[config.mk]
export PLATFORM = sky130hd
export DESIGN_NAME = write_buffer
export DESIGN_NICKNAME = d
export VERILOG_FILES = /design/src/rtl/write_buffer_pkg.sv /design/src/rtl/write_buffer.sv
export SDC_FILE = /design/constraint.sdc
export NUM_CORES = 1
export LEC_CHECK = 0
export CORE_MARGIN = 5
export CORE_UTILIZATION = 30
export CTS_BUF_LIST = sky130_fd_sc_hd__clkbuf_8
export DETAILED_ROUTE_END_ITERATION = 10
export SYNTH_ARGS = -nofsm -noshare
export SYNTH_HDL_FRONTEND = slang
export SYNTH_SLANG_ARGS = --single-unit
[constraint.sdc]
create_clock -name clk -period 11.5 [get_ports clk]
set_input_delay 2.3 -clock clk [delete_from_list [all_inputs] [get_ports clk]]
set_output_delay 2.3 -clock clk [all_outputs]
set_load 0.1 [all_outputs]
[src/rtl/write_buffer_pkg.sv]
// Shared cache definitions: write-type encodings and cache-line offset width.
// Both the cache and the write buffer import these.
package write_buffer_pkg;

    // Encodings carried on the wr_type buses
    typedef enum logic [2:0] {
        WT_WORD = 3'b010,
        WT_LINE = 3'b100
    } wr_type_e;

    // Number of byte-offset bits inside one cache line (16-byte lines)
    localparam int unsigned OFFSET_W = 4;

    // Address bits that identify a cache line
    localparam int unsigned TAG_W = 32 - OFFSET_W;

endpackage

[src/rtl/write_buffer.sv]
// Write buffer between the cache and the bus: a DEPTH-entry circular FIFO of
// pending writes (words or full lines), drained in order whenever the bus is
// ready, with a read-miss hazard check against all pending line addresses.
// Build option: define WB_HAZARD_CHECK_EN for exact per-entry address
// comparison; otherwise chk_hit conservatively reports "buffer not empty".
module write_buffer
    import write_buffer_pkg::*;
#(
    parameter int DEPTH  = 4,
    parameter int LINE_W = 128
) (
    input  logic              clk,
    input  logic              resetn,
    input  logic              in_wr_req,
    input  logic [2:0]        in_wr_type,
    input  logic [31:0]       in_wr_addr,
    input  logic [3:0]        in_wr_wstrb,
    input  logic [LINE_W-1:0] in_wr_data,
    output logic              in_wr_rdy,
    output logic              out_wr_req,
    output logic [2:0]        out_wr_type,
    output logic [31:0]       out_wr_addr,
    output logic [3:0]        out_wr_wstrb,
    output logic [LINE_W-1:0] out_wr_data,
    input  logic              out_wr_rdy,
    input  logic [31:0]       chk_addr,
    output logic              chk_hit,
    output logic              ovf
);

    localparam int unsigned PTR_W = $clog2(DEPTH);
    localparam int unsigned CNT_W = PTR_W + 1;
    localparam logic [CNT_W-1:0] FULL_CNT = CNT_W'(DEPTH);

    // Entry storage, one array per field
    logic [2:0]        type_mem  [DEPTH];
    logic [31:0]       addr_mem  [DEPTH];
    logic [3:0]        wstrb_mem [DEPTH];
    logic [LINE_W-1:0] data_mem  [DEPTH];

    logic [PTR_W-1:0]  wr_ptr;
    logic [PTR_W-1:0]  rd_ptr;
    logic [CNT_W-1:0]  count;

    // Copy of the most recently popped entry, shown on the head outputs when empty
    logic [2:0]        last_type;
    logic [31:0]       last_addr;
    logic [3:0]        last_wstrb;
    logic [LINE_W-1:0] last_data;

    logic push;
    logic pop;
    logic not_empty;

    assign not_empty  = (count != '0);
    assign in_wr_rdy  = (count != FULL_CNT);
    assign out_wr_req = not_empty && out_wr_rdy;
    assign push       = in_wr_req && in_wr_rdy;
    assign pop        = out_wr_req;

    // Capture the pushed entry at the write pointer
    always_ff @(posedge clk) begin
        if (push) begin
            type_mem[wr_ptr]  <= in_wr_type;
            addr_mem[wr_ptr]  <= in_wr_addr;
            wstrb_mem[wr_ptr] <= in_wr_wstrb;
            data_mem[wr_ptr]  <= in_wr_data;
        end
    end

    // Pointers, occupancy count and sticky overflow flag
    always_ff @(posedge clk or negedge resetn) begin
        if (!resetn) begin
            wr_ptr <= '0;
            rd_ptr <= '0;
            count  <= '0;
            ovf    <= 1'b0;
        end else begin
            if (push) begin
                wr_ptr <= wr_ptr + 1'b1;
            end
            if (pop) begin
                rd_ptr <= rd_ptr + 1'b1;
            end
            case ({push, pop})
                2'b10:   count <= count + 1'b1;
                2'b01:   count <= count - 1'b1;
                default: count <= count;
            endcase
            if (in_wr_req && !in_wr_rdy) begin
                ovf <= 1'b1;
            end
        end
    end

    // Remember the entry leaving the buffer so the head outputs hold it once empty
    always_ff @(posedge clk or negedge resetn) begin
        if (!resetn) begin
            last_type  <= '0;
            last_addr  <= '0;
            last_wstrb <= '0;
            last_data  <= '0;
        end else if (pop) begin
            last_type  <= type_mem[rd_ptr];
            last_addr  <= addr_mem[rd_ptr];
            last_wstrb <= wstrb_mem[rd_ptr];
            last_data  <= data_mem[rd_ptr];
        end
    end

    // Head entry, or the last popped entry when nothing is pending
    always_comb begin
        out_wr_type  = last_type;
        out_wr_addr  = last_addr;
        out_wr_wstrb = last_wstrb;
        out_wr_data  = last_data;
        if (not_empty) begin
            out_wr_type  = type_mem[rd_ptr];
            out_wr_addr  = addr_mem[rd_ptr];
            out_wr_wstrb = wstrb_mem[rd_ptr];
            out_wr_data  = data_mem[rd_ptr];
        end
    end

`ifdef WB_HAZARD_CHECK_EN
    logic [OFFSET_W-1:0] unused_chk_offset;
    assign unused_chk_offset = chk_addr[OFFSET_W-1:0];

    // Line-address match against every occupied slot and the entry being pushed
    always_comb begin
        logic [PTR_W-1:0] rel;
        chk_hit = push && (in_wr_addr[31:OFFSET_W] == chk_addr[31:OFFSET_W]);
        for (int unsigned i = 0; i < DEPTH; i++) begin
            rel = PTR_W'(i) - rd_ptr;
            if (({1'b0, rel} < count) &&
                (addr_mem[i][31:OFFSET_W] == chk_addr[31:OFFSET_W])) begin
                chk_hit = 1'b1;
            end
        end
    end
`else
    logic unused_chk_addr;
    assign unused_chk_addr = ^chk_addr;

    assign chk_hit = not_empty;
`endif

endmodule

Word level (Yosys, flattened, before mapping):

Memory sizes are Yosys's and may differ from the RTL's.
Cells that the tools add are included.

* add/sub/neg operators: 4
* multipliers: 0
* div/mod/pow operators: 0
* order comparisons: 0
* equal/unequal tests: 3
* shift-type cells: 0
* multiplexer cells: 7
* bitwise logic cells: 0
* reductions and logical operators: 6

Operator list (count)
* $mux W128: 1
* $mux W32: 1
* $pmux W3 S2: 1
* $add A2 B1 Y2 const B: 2
* $mux W4: 1
* $add A3 B1 Y3 const B: 1
* $logic_and A1 B1 Y1: 3
* $mux W3: 1
* $ne A3 B3 Y1 const B: 1
* $reduce_bool A3 Y1: 1
* $sub A3 B1 Y3 const B: 1
* $eq A2 B1 Y1 const B: 1
* $eq A2 B2 Y1 const B: 1
* $mux W1: 2
* $reduce_bool A2 Y1: 1
* $logic_not A1 Y1: 1

* bits in registers: 175
* bits in latches: 0
* memory bits (writable): 668
* memory bits (read-only): 0
* input port bits: 203
* output and inout bits: 171
* memories kept: 4

Memory list
* data_mem: depth 4, width 128, read ports 1, clocked after memory_dff 0, write ports 1, line write_buffer.sv:39 `logic [LINE_W-1:0] data_mem [DEPTH];`
* addr_mem: depth 4, width 32, read ports 1, clocked after memory_dff 0, write ports 1, line write_buffer.sv:37 `logic [31:0] addr_mem [DEPTH];`
* wstrb_mem: depth 4, width 4, read ports 1, clocked after memory_dff 0, write ports 1, line write_buffer.sv:38 `logic [3:0] wstrb_mem [DEPTH];`
* type_mem: depth 4, width 3, read ports 1, clocked after memory_dff 0, write ports 1, line write_buffer.sv:36 `logic [2:0] type_mem [DEPTH];`

Longest topological paths before layout:

* depth in word-level cells: 4
* depth in mapped cells: 10
* mapped depth without buffers: 9

Least setup slack after synthesis:

No wires, ideal clock.

* kind: input to register
* from: input port in_wr_req
* to: memory addr_mem[0][0], enable pin
* arrival time: 6.484 ns
* data required time: 10.953 ns
* path slack: 4.469 ns
* stages: 2
* path buffers: 0
* cells stage by stage: nor2b_1 > and2_1

* word-level cells in the longest chain between the ends: 3

Ends and longest elaborated chain
* start, declared: line write_buffer.sv:14 `input logic in_wr_req,`
* $logic_and A1 B1 Y1: line write_buffer.sv:58 `assign push = in_wr_req && in_wr_rdy;`
* $mux W1: line write_buffer.sv:63 `if (push) begin`
* $mux W1 (not written as such): line write_buffer.sv:65 `addr_mem[wr_ptr] <= in_wr_addr;`
* end, declared: line write_buffer.sv:37

No other way between the ends.

Final worst setup path:

* from: register rd_ptr[1]
* to: output port out_wr_data[126]

* word-level cells in the longest chain between the ends: 2

Ends and longest elaborated chain
* start, declared: line write_buffer.sv:42 `logic [PTR_W-1:0] rd_ptr;`
* start signal, assigned: line write_buffer.sv:83 `rd_ptr <= rd_ptr + 1'b1;`
* $mem_v2 Z4 W128
* $mux W128: line write_buffer.sv:117 `if (not_empty) begin`
* end, declared: line write_buffer.sv:24 `output logic [LINE_W-1:0] out_wr_data,`

No other way between the ends.

==> metrics.txt <==
outcome completed; crit end category primary output; Clock Tree Buf Depth 3; die width 340 µm; CTS buffer count approximately 150; top-count cell post-synth edfxtp_1; Final Hold Viols 0; initial antenna violation count 10; Final period util 62.7%; vias per inst 4.59; Max Clk Rate 139 MHz; final-report max-slew violation count 0; Synth Area per Inst 22.5 µm²; layout cell share with drive strength beyond 1 a little over a third; predominant post-synthesis flop cell edfxtp_1; Post-Synth Adder-Cell Area 0.253%; RePlAce Congestion 0.700; met2 WL 37.3 mm; Worst-Skew Late Latency between 0.7 and 0.8 ns; Clock Skew roughly 0.026 ns; Simple-Gate Fraction of Synth Area 0.172%; Critical Path Start Type register; RSZ-0062 raised after global routing no; Overflow after GRT 0; Routed wire per std cell 21.7 µm; post-route setup TNS 0 ns; antenna-violating nets left 0; WP data required about 9.2 ns; Post-Syn Nets 1,662; Mapped Area between 0.03 and 0.04 mm²; post-detailed-route DRC marker count 0; first-pass GRT wire length between 100 and 150 mm; Die Footprint approximately 0.12 mm²; Synth top cells by count 668 x edfxtp_1, 334 x mux2_2, 175 x dfrtp_1; setup bufs post-CTS 0; #FFs+latches synth 843; row count roughly 120; M1 WL 30.8 mm; synth unique cells 24; fin nets about 2.1k; Vias 15.8k; sequential area share after synthesis between 70% and 80%; compound-cell area share of the yosys netlist 0.0651%; CTS sink count 843; Post-DP HPWL 42.3 mm; initial DRC count 798; cell taking the most area after synthesis edfxtp_1; Port-buffer cells 341; largest family of logic cells by synthesized area multiplexers; top area cells in the synthesized netlist edfxtp_1 61%, dfrtp_1 13%, mux2_2 12%; Max Used Layer met5; xor and xnor area share after synthesis 0.161%; clock-pin slew of the registers on the worst-case setup and hold paths 0.05 ns; final WL 74.6 mm; Cells after Synth 1,453; area share of the largest cell type after synthesis 61.4%; ys async rst share between 20% and 30%; slew margin rel. 19.0%; mux cell area share after synthesis 23.1%; GRT Util Overall about an eighth; area grow syn2layout 23.9%; Worst Path Max Fanout 48; post_cts resized 0; vias in the first global route 18.1k; Hold Path Class reg -> reg; Post-synth EDFFs 668; hold_buf cts 0; drt pass-1 iters 5; max cap viols 0; largest net degree at the start of global routing 99; metal3 WL around 4.6 mm; YS warnings 0; Setup CP Type reg -> out; I/O pin cnt 374; H-tree Lvls 4; Tightest Pin Transition about 1.2 ns; clock root cell clkbuf_8; min Tclk post-route 7.21 ns; CTS tree built; Starting Density 30.1%; Arr. time, crit path 4.91 ns; Final Setup Violations 0; die height approximately 340 µm; Core Footprint roughly 0.11 mm²
-- logic make-up after synthesis --
kind of cell,count (synthesis)
DFF,843
AOI/OAI and AO/OA,3
xor gates and xnor gates,6
and+or+nand+nor,10
buffers and inverters,83
adders and majority gates,6
muxes,502
-- final cells by class --
| class | instances | area (µm²) |
|---|---|---|
| antenna | 6 | 15.0 |
| sequential | 843 | 24400 |
| tap | 1414 | 1770 |
| clock buffer | 158 | 2170 |
| inverter | 7 | 26.3 |
| fill | 9888 | 68100 |
| multi-input combinational | 527 | 7760 |
| clock inverter | 115 | 668 |
| timing repair buffer | 368 | 3630 |
-- metrics by stage --
| stage | hold slack, ns | cell area (µm²) | instances | setup WS [ns] | util (%) |
|---|---|---|---|---|---|
| floorplan | 0.470 | 32700 | 1453 | 4.47 | - |
| global placement | 0.453 | 37600 | 3159 | 4.99 | 34.7 |
| detailed placement | 0.456 | 37600 | 3159 | 4.98 | 34.7 |
| CTS | 0.468 | 40500 | 3432 | 4.06 | 37.3 |
| global route | 0.493 | 40500 | 3434 | 3.99 | 37.3 |
| finish | 0.461 | 40500 | 3438 | 4.29 | 37.3 |
-- state kept, by name (all words and copies together), names as in the netlist --
signal      flops
data_mem      512
addr_mem      128
last_data     128
last_addr      32
wstrb_mem      16
type_mem       12
last_wstrb      4
count           3
last_type       3
rd_ptr          2
wr_ptr          2
ovf             1
-- metal layers --
layer  vias up  global-route usage, %
met2       387                   22.0
met5         -                      0
met1      8379                   15.7
met3       146                   3.97
met4         8                   4.48
li1       6854                      -
-- worst max-delay path, stage by stage, from the launching register on --
cell and delay (ns):
dfrtp_4 0.81, buf_4 0.65, buf_4 0.72, mux4_2 0.36, mux2_2 0.16, clkdlybuf4s50_1 1.28
-- placed cells by master, fill, tap and decap left out --
cell               n
nor2_1             1
a21o_1             1
fa_1               1
xnor2_1            3
clkdlybuf4s50_1  338
bufinv_16          5
buf_8              1
clkbuf_8         158
diode_2            6
clkinvlp_4         4
inv_1             77
or3_4              1
inv_6              6
nor3b_1            1
xor2_1             3
nor2b_1            1
mux4_2           167
o21ai_0            1
buf_12             1
mux2_1             1
mux2_2           334
dfrtp_1          173
and2_4             4
dfrtp_4            2
clkinv_1          18
clkinv_8           4
ha_1               5
edfxtp_1         668
nand2_1            2
clkinv_2           8
o31a_2             1
buf_4             28
-- worst paths after layout --
check / slack (ns) / cells after the start / endpoint / startpoint
setup reg to reg: 7.65 / 5 / data_mem[3][11] / count[2]
hold / removal: 0.46 / 1 / ovf / ovf
hold reg to reg: 0.46 / 1 / ovf / ovf
max in group asynchronous: 8.33 / 2 / rd_ptr[1] / resetn
setup / recovery: 4.29 / 5 / out_wr_data[126] / rd_ptr[1]
min in group asynchronous: 1.52 / 1 / last_data[50] / resetn
Power is not shown: default switching activity piles up to over one toggle a cycle in this logic, so the estimate is an artifact.
